<file path="config.mk">
export PLATFORM = sky130hd
export DESIGN_NAME = mc_sequencer_flat
export DESIGN_NICKNAME = d
export VERILOG_FILES = /design/src/rtl/mc_sequencer_pkg.sv /design/src/rtl/mc_sequencer_if.sv /design/src/rtl/mc_opclass.sv /design/src/rtl/mc_sequencer.sv /design/src/flat_wrapper.sv
export SDC_FILE = /design/constraint.sdc
export NUM_CORES = 1
export LEC_CHECK = 0
export ABC_AREA = 0
export CAP_MARGIN = 20
export CELL_PAD_IN_SITES_DETAIL_PLACEMENT = 0
export CELL_PAD_IN_SITES_GLOBAL_PLACEMENT = 2
export CORE_MARGIN = 3
export CORE_UTILIZATION = 28
export DETAILED_ROUTE_END_ITERATION = 10
export GPL_TIMING_DRIVEN = 1
export PLACE_DENSITY_LB_ADDON = 0.1
export SYNTH_ARGS = -nofsm -noshare
export SYNTH_HDL_FRONTEND = slang
export SYNTH_SLANG_ARGS = --single-unit
</file>
<file path="constraint.sdc">
create_clock -name clk -period 1.7 [get_ports clk]
set_input_delay 0.34 -clock clk [delete_from_list [all_inputs] [get_ports clk]]
set_output_delay 0.34 -clock clk [all_outputs]
set_load 0.01 [all_outputs]
</file>
<file path="src/rtl/mc_sequencer_pkg.sv">
// Shared types and constants for the multi-cycle control sequencer.
package mc_sequencer_pkg;

    typedef enum logic [2:0] {
        StIdle   = 3'd0,
        StFetch  = 3'd1,
        StDecode = 3'd2,
        StExec   = 3'd3,
        StMem    = 3'd4,
        StWb     = 3'd5,
        StTrap   = 3'd6
    } state_e;

    // ins[6:0] opcodes recognised by the sequencer
    localparam logic [6:0] OpR   = 7'b0110011;
    localparam logic [6:0] OpI   = 7'b0010011;
    localparam logic [6:0] OpLw  = 7'b0000011;
    localparam logic [6:0] OpSw  = 7'b0100011;
    localparam logic [6:0] OpBeq = 7'b1100011;
    localparam logic [6:0] OpJal = 7'b1101111;

    // One-hot instruction class; all-zero means illegal
    typedef struct packed {
        logic r;
        logic i;
        logic lw;
        logic sw;
        logic beq;
        logic jal;
    } opclass_t;

    localparam logic [1:0] PcSrcPc4    = 2'b00;
    localparam logic [1:0] PcSrcBranch = 2'b01;
    localparam logic [1:0] PcSrcJump   = 2'b10;
    localparam logic [1:0] PcSrcEntry  = 2'b11;

    localparam logic [1:0] CauseNone    = 2'b00;
    localparam logic [1:0] CauseIllegal = 2'b01;
    localparam logic [1:0] CauseTimeout = 2'b10;

endpackage

</file>
<file path="src/rtl/mc_sequencer_if.sv">
// Control/handshake bundle between the sequencer and the datapath/memory.
interface mc_sequencer_if #(
    parameter int unsigned CNT_W = 32
);
    logic             run;
    logic             INT;
    logic [6:0]       opCode;
    logic             zero;
    logic             mem_ready;
    logic             mem_sel;
    logic             mem_rd;
    logic             mem_wr;
    logic             ir_we;
    logic             reg_we;
    logic             Mem2Reg;
    logic             wb_pc4;
    logic             ALUSrc;
    logic             pc_we;
    logic [1:0]       pc_src;
    logic             busy;
    logic             trap;
    logic [1:0]       trap_cause;
    logic [CNT_W-1:0] retired;

    // Sequencer side
    modport master (
        input  run, INT, opCode, zero, mem_ready,
        output mem_sel, mem_rd, mem_wr, ir_we, reg_we, Mem2Reg, wb_pc4, ALUSrc,
        output pc_we, pc_src, busy, trap, trap_cause, retired
    );

    // Datapath / memory side
    modport slave (
        output run, INT, opCode, zero, mem_ready,
        input  mem_sel, mem_rd, mem_wr, ir_we, reg_we, Mem2Reg, wb_pc4, ALUSrc,
        input  pc_we, pc_src, busy, trap, trap_cause, retired
    );

endinterface

</file>
<file path="src/rtl/mc_opclass.sv">
// Combinational opcode classifier: 7-bit opcode to one-hot class plus illegal flag.
module mc_opclass
    import mc_sequencer_pkg::*;
(
    input  logic [6:0] opCode,
    output opclass_t   cls,
    output logic       illegal
);

    // Decode opcode to one-hot class
    always_comb begin
        cls = '0;
        case (opCode)
            OpR:     cls.r   = 1'b1;
            OpI:     cls.i   = 1'b1;
            OpLw:    cls.lw  = 1'b1;
            OpSw:    cls.sw  = 1'b1;
            OpBeq:   cls.beq = 1'b1;
            OpJal:   cls.jal = 1'b1;
            default: cls     = '0;
        endcase
        illegal = ~|cls;
    end

endmodule

</file>
<file path="src/rtl/mc_sequencer.sv">
// Multi-cycle FETCH/DECODE/EXEC/MEM/WB control sequencer with retire counter and trap.
module mc_sequencer
    import mc_sequencer_pkg::*;
#(
    parameter int unsigned TIMEOUT = 16,
    parameter int unsigned CNT_W   = 32
) (
    input logic            clk,
    input logic            rst_n,
    mc_sequencer_if.master bus
);

    localparam int unsigned WaitW = (TIMEOUT > 1) ? $clog2(TIMEOUT) : 1;
    localparam logic [WaitW-1:0] WaitMax = WaitW'(TIMEOUT - 1);

    state_e           state_q, state_d;
    logic [WaitW-1:0] wait_q, wait_d;
    opclass_t         class_q, class_d;
    logic [1:0]       cause_q, cause_d;
    logic             trap_q;
    logic [CNT_W-1:0] retired_q;
    logic             retire;
    opclass_t         dec_cls;
    logic             dec_illegal;

    mc_opclass u_opclass (
        .opCode  (bus.opCode),
        .cls     (dec_cls),
        .illegal (dec_illegal)
    );

    // State, wait counter, latched class, trap and retire counter
    always_ff @(posedge clk or negedge rst_n) begin
        if (!rst_n) begin
            state_q   <= StIdle;
            wait_q    <= '0;
            class_q   <= '0;
            cause_q   <= CauseNone;
            trap_q    <= 1'b0;
            retired_q <= '0;
        end else begin
            state_q   <= state_d;
            wait_q    <= wait_d;
            class_q   <= class_d;
            cause_q   <= cause_d;
            trap_q    <= trap_q | (state_d == StTrap);
            retired_q <= retire ? retired_q + CNT_W'(1) : retired_q;
        end
    end

    // Next state and control outputs
    always_comb begin
        state_d     = state_q;
        wait_d      = wait_q;
        class_d     = class_q;
        cause_d     = cause_q;
        retire      = 1'b0;
        bus.mem_sel = 1'b0;
        bus.mem_rd  = 1'b0;
        bus.mem_wr  = 1'b0;
        bus.ir_we   = 1'b0;
        bus.reg_we  = 1'b0;
        bus.Mem2Reg = 1'b0;
        bus.wb_pc4  = 1'b0;
        bus.ALUSrc  = 1'b0;
        bus.pc_we   = 1'b0;
        bus.pc_src  = PcSrcPc4;
        unique case (state_q)
            StIdle: begin
                if (bus.run) state_d = StFetch;
            end
            StFetch: begin
                bus.mem_rd = 1'b1;
                if (bus.mem_ready) begin
                    bus.ir_we = 1'b1;
                    wait_d    = '0;
                    state_d   = StDecode;
                end else if (wait_q == WaitMax) begin
                    state_d = StTrap;
                    cause_d = CauseTimeout;
                end else begin
                    wait_d = wait_q + WaitW'(1);
                end
            end
            StDecode: begin
                class_d = dec_cls;
                if (dec_illegal) begin
                    state_d = StTrap;
                    cause_d = CauseIllegal;
                end else begin
                    state_d = StExec;
                end
            end
            StExec: begin
                bus.ALUSrc = class_q.i | class_q.lw | class_q.sw;
                if (class_q.beq) begin
                    retire     = 1'b1;
                    bus.pc_src = bus.zero ? PcSrcBranch : PcSrcPc4;
                end else if (class_q.lw || class_q.sw) begin
                    state_d = StMem;
                end else if (class_q.r || class_q.i || class_q.jal) begin
                    state_d = StWb;
                end else begin
                    // Unreachable: DECODE never passes an illegal class
                    state_d = StTrap;
                    cause_d = CauseIllegal;
                end
            end
            StMem: begin
                bus.mem_sel = 1'b1;
                bus.mem_rd  = class_q.lw;
                bus.mem_wr  = class_q.sw;
                if (bus.mem_ready) begin
                    wait_d = '0;
                    if (class_q.sw) retire = 1'b1;
                    else            state_d = StWb;
                end else if (wait_q == WaitMax) begin
                    state_d = StTrap;
                    cause_d = CauseTimeout;
                end else begin
                    wait_d = wait_q + WaitW'(1);
                end
            end
            StWb: begin
                bus.reg_we  = 1'b1;
                bus.Mem2Reg = class_q.lw;
                bus.wb_pc4  = class_q.jal;
                bus.pc_src  = class_q.jal ? PcSrcJump : PcSrcPc4;
                retire      = 1'b1;
            end
            StTrap: begin
                state_d = StTrap;
            end
            default: begin
                state_d = StIdle;
            end
        endcase
        // Interrupt redirects the PC only at retire; the instruction's own writes still occur
        if (retire) begin
            bus.pc_we = 1'b1;
            if (bus.INT) bus.pc_src = PcSrcEntry;
            state_d = bus.run ? StFetch : StIdle;
        end
    end

    // Status outputs
    always_comb begin
        bus.busy       = (state_q != StIdle) && (state_q != StTrap);
        bus.trap       = trap_q;
        bus.trap_cause = cause_q;
        bus.retired    = retired_q;
    end

endmodule

</file>
<file path="src/flat_wrapper.sv">
// flat-port wrapper written by rule: the top's interface ports become plain ports
module mc_sequencer_flat import mc_sequencer_pkg::*;
#(
    parameter int unsigned TIMEOUT = 16,
    parameter int unsigned CNT_W   = 32
)
  (clk, rst_n, bus_run, bus_INT, bus_opCode, bus_zero, bus_mem_ready, bus_mem_sel, bus_mem_rd, bus_mem_wr, bus_ir_we, bus_reg_we, bus_Mem2Reg, bus_wb_pc4, bus_ALUSrc, bus_pc_we, bus_pc_src, bus_busy, bus_trap, bus_trap_cause, bus_retired);
  mc_sequencer_if #(.CNT_W(CNT_W)) bus_i ();
  input logic clk;
  input logic rst_n;
  input wire logic [$bits(bus_i.run)-1:0] bus_run;
  input wire logic [$bits(bus_i.INT)-1:0] bus_INT;
  input wire logic [$bits(bus_i.opCode)-1:0] bus_opCode;
  input wire logic [$bits(bus_i.zero)-1:0] bus_zero;
  input wire logic [$bits(bus_i.mem_ready)-1:0] bus_mem_ready;
  output wire logic [$bits(bus_i.mem_sel)-1:0] bus_mem_sel;
  output wire logic [$bits(bus_i.mem_rd)-1:0] bus_mem_rd;
  output wire logic [$bits(bus_i.mem_wr)-1:0] bus_mem_wr;
  output wire logic [$bits(bus_i.ir_we)-1:0] bus_ir_we;
  output wire logic [$bits(bus_i.reg_we)-1:0] bus_reg_we;
  output wire logic [$bits(bus_i.Mem2Reg)-1:0] bus_Mem2Reg;
  output wire logic [$bits(bus_i.wb_pc4)-1:0] bus_wb_pc4;
  output wire logic [$bits(bus_i.ALUSrc)-1:0] bus_ALUSrc;
  output wire logic [$bits(bus_i.pc_we)-1:0] bus_pc_we;
  output wire logic [$bits(bus_i.pc_src)-1:0] bus_pc_src;
  output wire logic [$bits(bus_i.busy)-1:0] bus_busy;
  output wire logic [$bits(bus_i.trap)-1:0] bus_trap;
  output wire logic [$bits(bus_i.trap_cause)-1:0] bus_trap_cause;
  output wire logic [$bits(bus_i.retired)-1:0] bus_retired;
  assign bus_i.run = bus_run;
  assign bus_i.INT = bus_INT;
  assign bus_i.opCode = bus_opCode;
  assign bus_i.zero = bus_zero;
  assign bus_i.mem_ready = bus_mem_ready;
  assign bus_mem_sel = bus_i.mem_sel;
  assign bus_mem_rd = bus_i.mem_rd;
  assign bus_mem_wr = bus_i.mem_wr;
  assign bus_ir_we = bus_i.ir_we;
  assign bus_reg_we = bus_i.reg_we;
  assign bus_Mem2Reg = bus_i.Mem2Reg;
  assign bus_wb_pc4 = bus_i.wb_pc4;
  assign bus_ALUSrc = bus_i.ALUSrc;
  assign bus_pc_we = bus_i.pc_we;
  assign bus_pc_src = bus_i.pc_src;
  assign bus_busy = bus_i.busy;
  assign bus_trap = bus_i.trap;
  assign bus_trap_cause = bus_i.trap_cause;
  assign bus_retired = bus_i.retired;
  mc_sequencer #(.TIMEOUT(TIMEOUT), .CNT_W(CNT_W)) u_core (.clk(clk), .rst_n(rst_n), .bus(bus_i));
endmodule
</file>
==> results of run 1 <==
## routing by layer
layer | vias up | GRT usage (%) | part of all wire, %
li1 | 1178 | - | -
met1 | 1119 | 21.4 | 50
met2 | 47 | 22.3 | 46
met3 | 5 | 2.75 | 3.5
met4 | 0 | 3.37 | 1.0
met5 | - | 0 | 0
## per-stage QoR
stage	std cells	hold slack (ns)	cell area (sq um)	setup TNS (ns)	util, %
finish	498	0.00773	4340	-5.18	49.3
floorplan	253	0.0444	2580	-0.118	-
CTS	491	0.0143	4010	-3.19	45.5
global route	498	0.0236	4340	-7.88	49.3
global placement	472	0.352	3710	-11.20	42.2
detailed placement	472	0.347	3710	-10.60	42.2
## cells in the mapped netlist (3+ instances only)
cell	count
nor3_1	6
a31oi_1	3
inv_1	3
nor2_1	6
nand3_1	17
and4_1	6
clkbuf_1	3
nor2b_1	5
a21o_1	3
dfrtp_1	48
nand2b_1	4
xnor2_1	23
and3_1	9
nand2_1	37
a21oi_1	10
o21ai_0	8
nand4_1	5
xor2_1	9
and2_1	6
## worst max-delay path by stage
stage	from	endpoint	slack, ns	depth (start not counted)
floorplan	u_core.class_q[1]$_DFFE_PN0N_	bus_pc_src[0]	-0.09	6
finish	u_core.state_q[2]$_DFF_PN0_	bus_pc_src[0]	-0.27	6
detailed placement	bus_mem_ready	u_core.bus.trap_cause[0]$_DFFE_PN0P_	-0.55	7
CTS	u_core.state_q[2]$_DFF_PN0_	bus_pc_src[0]	-0.28	6
global route	u_core.state_q[2]$_DFF_PN0_	bus_pc_src[0]	-0.34	6
global placement	bus_mem_ready	u_core.bus.trap_cause[1]$_DFFE_PN0P_	-0.54	7
## cell type report
cell class                 count  area (sq um)  share of cell area [%]
multi-input combinational    194          1650                    38.0
sequential                    48          1210                    27.9
clock buffer                   6          82.6                    1.90
clock inverter                 2          13.8                   0.317
inverter                       4          22.5                   0.519
timing repair buffer         136          1230                    28.3
tap                          108           135                    3.11
## what timing repair did
| action | 4_1_cts | 5_1_grt |
|---|---|---|
| setup endpoints to repair | 34 | 65 |
| resized for setup | 90 | 67 |
| pin swaps | 19 | 43 |
| buffers inserted | 12 | 9 |
## power by group through the flow
stage | sequential (uW) | clock (uW) | combinational [uW]
finish | 1450 | 741 | 2640
global route | 1470 | 822 | 2870
CTS | 1450 | 774 | 2310
detailed placement | 1480 | 0 | 2030
global placement | 1490 | 0 | 2050
floorplan | 1500 | 0 | 1010
## flip-flops by register name, summed over array words and instances, names as in the netlist
register / flops
u_core.bus.retired: 32
u_core.class_q: 6
u_core.wait_q: 4
u_core.state_q: 3
u_core.bus.trap_cause: 2
u_core.bus.trap: 1
## critical path: stages (launching register included)
cell,delay [ns]
dfrtp_1,0.42
and2b_4,0.21
o21ai_4,0.15
and2_4,0.19
inv_8,0.04
a32o_1,0.19
buf_2,0.13
## cell families after synthesis
kind of cell             after synthesis  synth area share [%]
multiplexers                           2                 0.880
AO/OA/AOI/OAI                         41                  12.4
buffers and inverters                 11                  2.00
flip-flops                            48                  46.9
adder cells (fa/ha/maj)                2                 0.978
AND/OR/NAND/NOR                      117                  25.8
XOR/XNOR                              32                  11.0
==> impl_metrics.ini, run 1 <==
[critical_path]
start_kind = flip-flop
worstReg2RegStart = u_core.state_q[2]$_DFF_PN0_
critical_path_class = flip-flop to output pin
rr_worst_depth = 9
cp-end-kind = output pin
worstPathArrival_ns = 1.63
r2r_setup_slack_ns = -0.25
crit_fanout = 4
required_ns = 1.36
worstReg2RegEnd = u_core.bus.trap_cause[1]$_DFFE_PN0P_

[drt]
drc_errors = 0
drt_iter0_markers = 71
vias = 2349
ant_nets = 0
routedWlPerCell_um = 14.2
first_pass_iters = 4
post_drt_via_cell_ratio = 4.72
drt-total-wl_um = 7090

[synthesis]
netlist.area_leader.share_pct = 46.9
netlist_area_sq_um = 2560
synth_cell_types = 51
syn_inst = 253
yosysWarningCount = 0
synthesis.nets = 268
ys_top_cells_by_area = dfrtp_1 47%, xnor2_1 7.9%, nand2_1 5.4%
yosysSeqAreaShare_pct = 46.9
synth-edff-count = 0
synth-main-ff-cell = dfrtp_1
ys_ff_latch = 48
syn_area_per_cell_sq_um = 10.1
synth_top_area_cell = dfrtp_1
async_flop_share_pct = 100

[clocking]
clock-sinks = 48
ctsHoldBuffers = 0
clockBufferDepth = 2
clock_latency_ns = 0.31
cts_made_buffers = 5
clk_pin_slew_ns = 0.09
h-tree-depth = 2
cts-root-buf = clkbuf_8
cts_tree = built

[cells_and_area]
final_layout_size_suffix_gt1_share_pct = 42.3
diodes = 0
nFillCells = 815
layout_common_cells = 65 x buf_4, 41 x dfrtp_1, 30 x nand2_1, 30 x clkdlybuf4s50_1, 18 x xnor2_1
nets = 404
synthToLayoutAreaGrowth_pct = 69.7
layout_commonest_cell = buf_4

[sta]
layout_min_cycle_time_ns = 1.97
fin_ws_ns = -0.271
finalSetupViolCount = 38
slew_headroom_pct = 73.8
rsz0062_at_grt = yes
finalHoldViolCount = 0
worst_pin_slew_ns = 0.393
finClkSkew_ns = 0.0130
fmax_mhz = 507
final_max_slew_viol_count = 0
post-route-period-util_pct = 116

[power]
p_sw_uw = 1790
power.total_uw = 4830
p_clk_share_pct = 15.3
power.share.sequential_pct = 29.9
switching_share_pct = 37.1
leakage_uw = 0.00219
peakVddDrop_v = 0.000632
p_per_area_nw_per_um2 = 1110
combinationalPowerShare_pct = 54.7
p_int_uw = 3040

[floorplanning]
dieArea_sq_um = 10300
fp.dieH_um = 102
dieWidth_um = 102
initial_core_util_pct = 29.1
rows = 34
pin_count = 60
fp.coreArea_sq_um = 8810

[grt]
grt_pass1_wl_um = 12000
gr-total-overflow = 0
antenna_found_initial = 0
grt_max_degree = 49
track_usage_pct = 14.6
grt_pass1_vias = 2398

[flow_run]
drv_cap = 0

[place]
post-dp-hpwl_um = 5110
dpl_worst_slack_ns = -0.551
globalplace.congestion = 0.789
port_buffers = 59

[run_status]
violations = setup timing
outcome = finished with violations

[hold_path]
hold_path_class = primary input to async pin
(Power assumes the default switching activity.)
==> run 2, diff against run 1 <==
--- a/config.mk
+++ b/config.mk
@@ -12,6 +12,7 @@
 export CORE_MARGIN = 3
 export CORE_UTILIZATION = 28
 export DETAILED_ROUTE_END_ITERATION = 10
+export GPL_ROUTABILITY_DRIVEN = 0
 export GPL_TIMING_DRIVEN = 1
 export PLACE_DENSITY_LB_ADDON = 0.1
 export SYNTH_ARGS = -nofsm -noshare
==> results of run 2 <==
Final layout, timing and power as in run 1 (identical DEF).
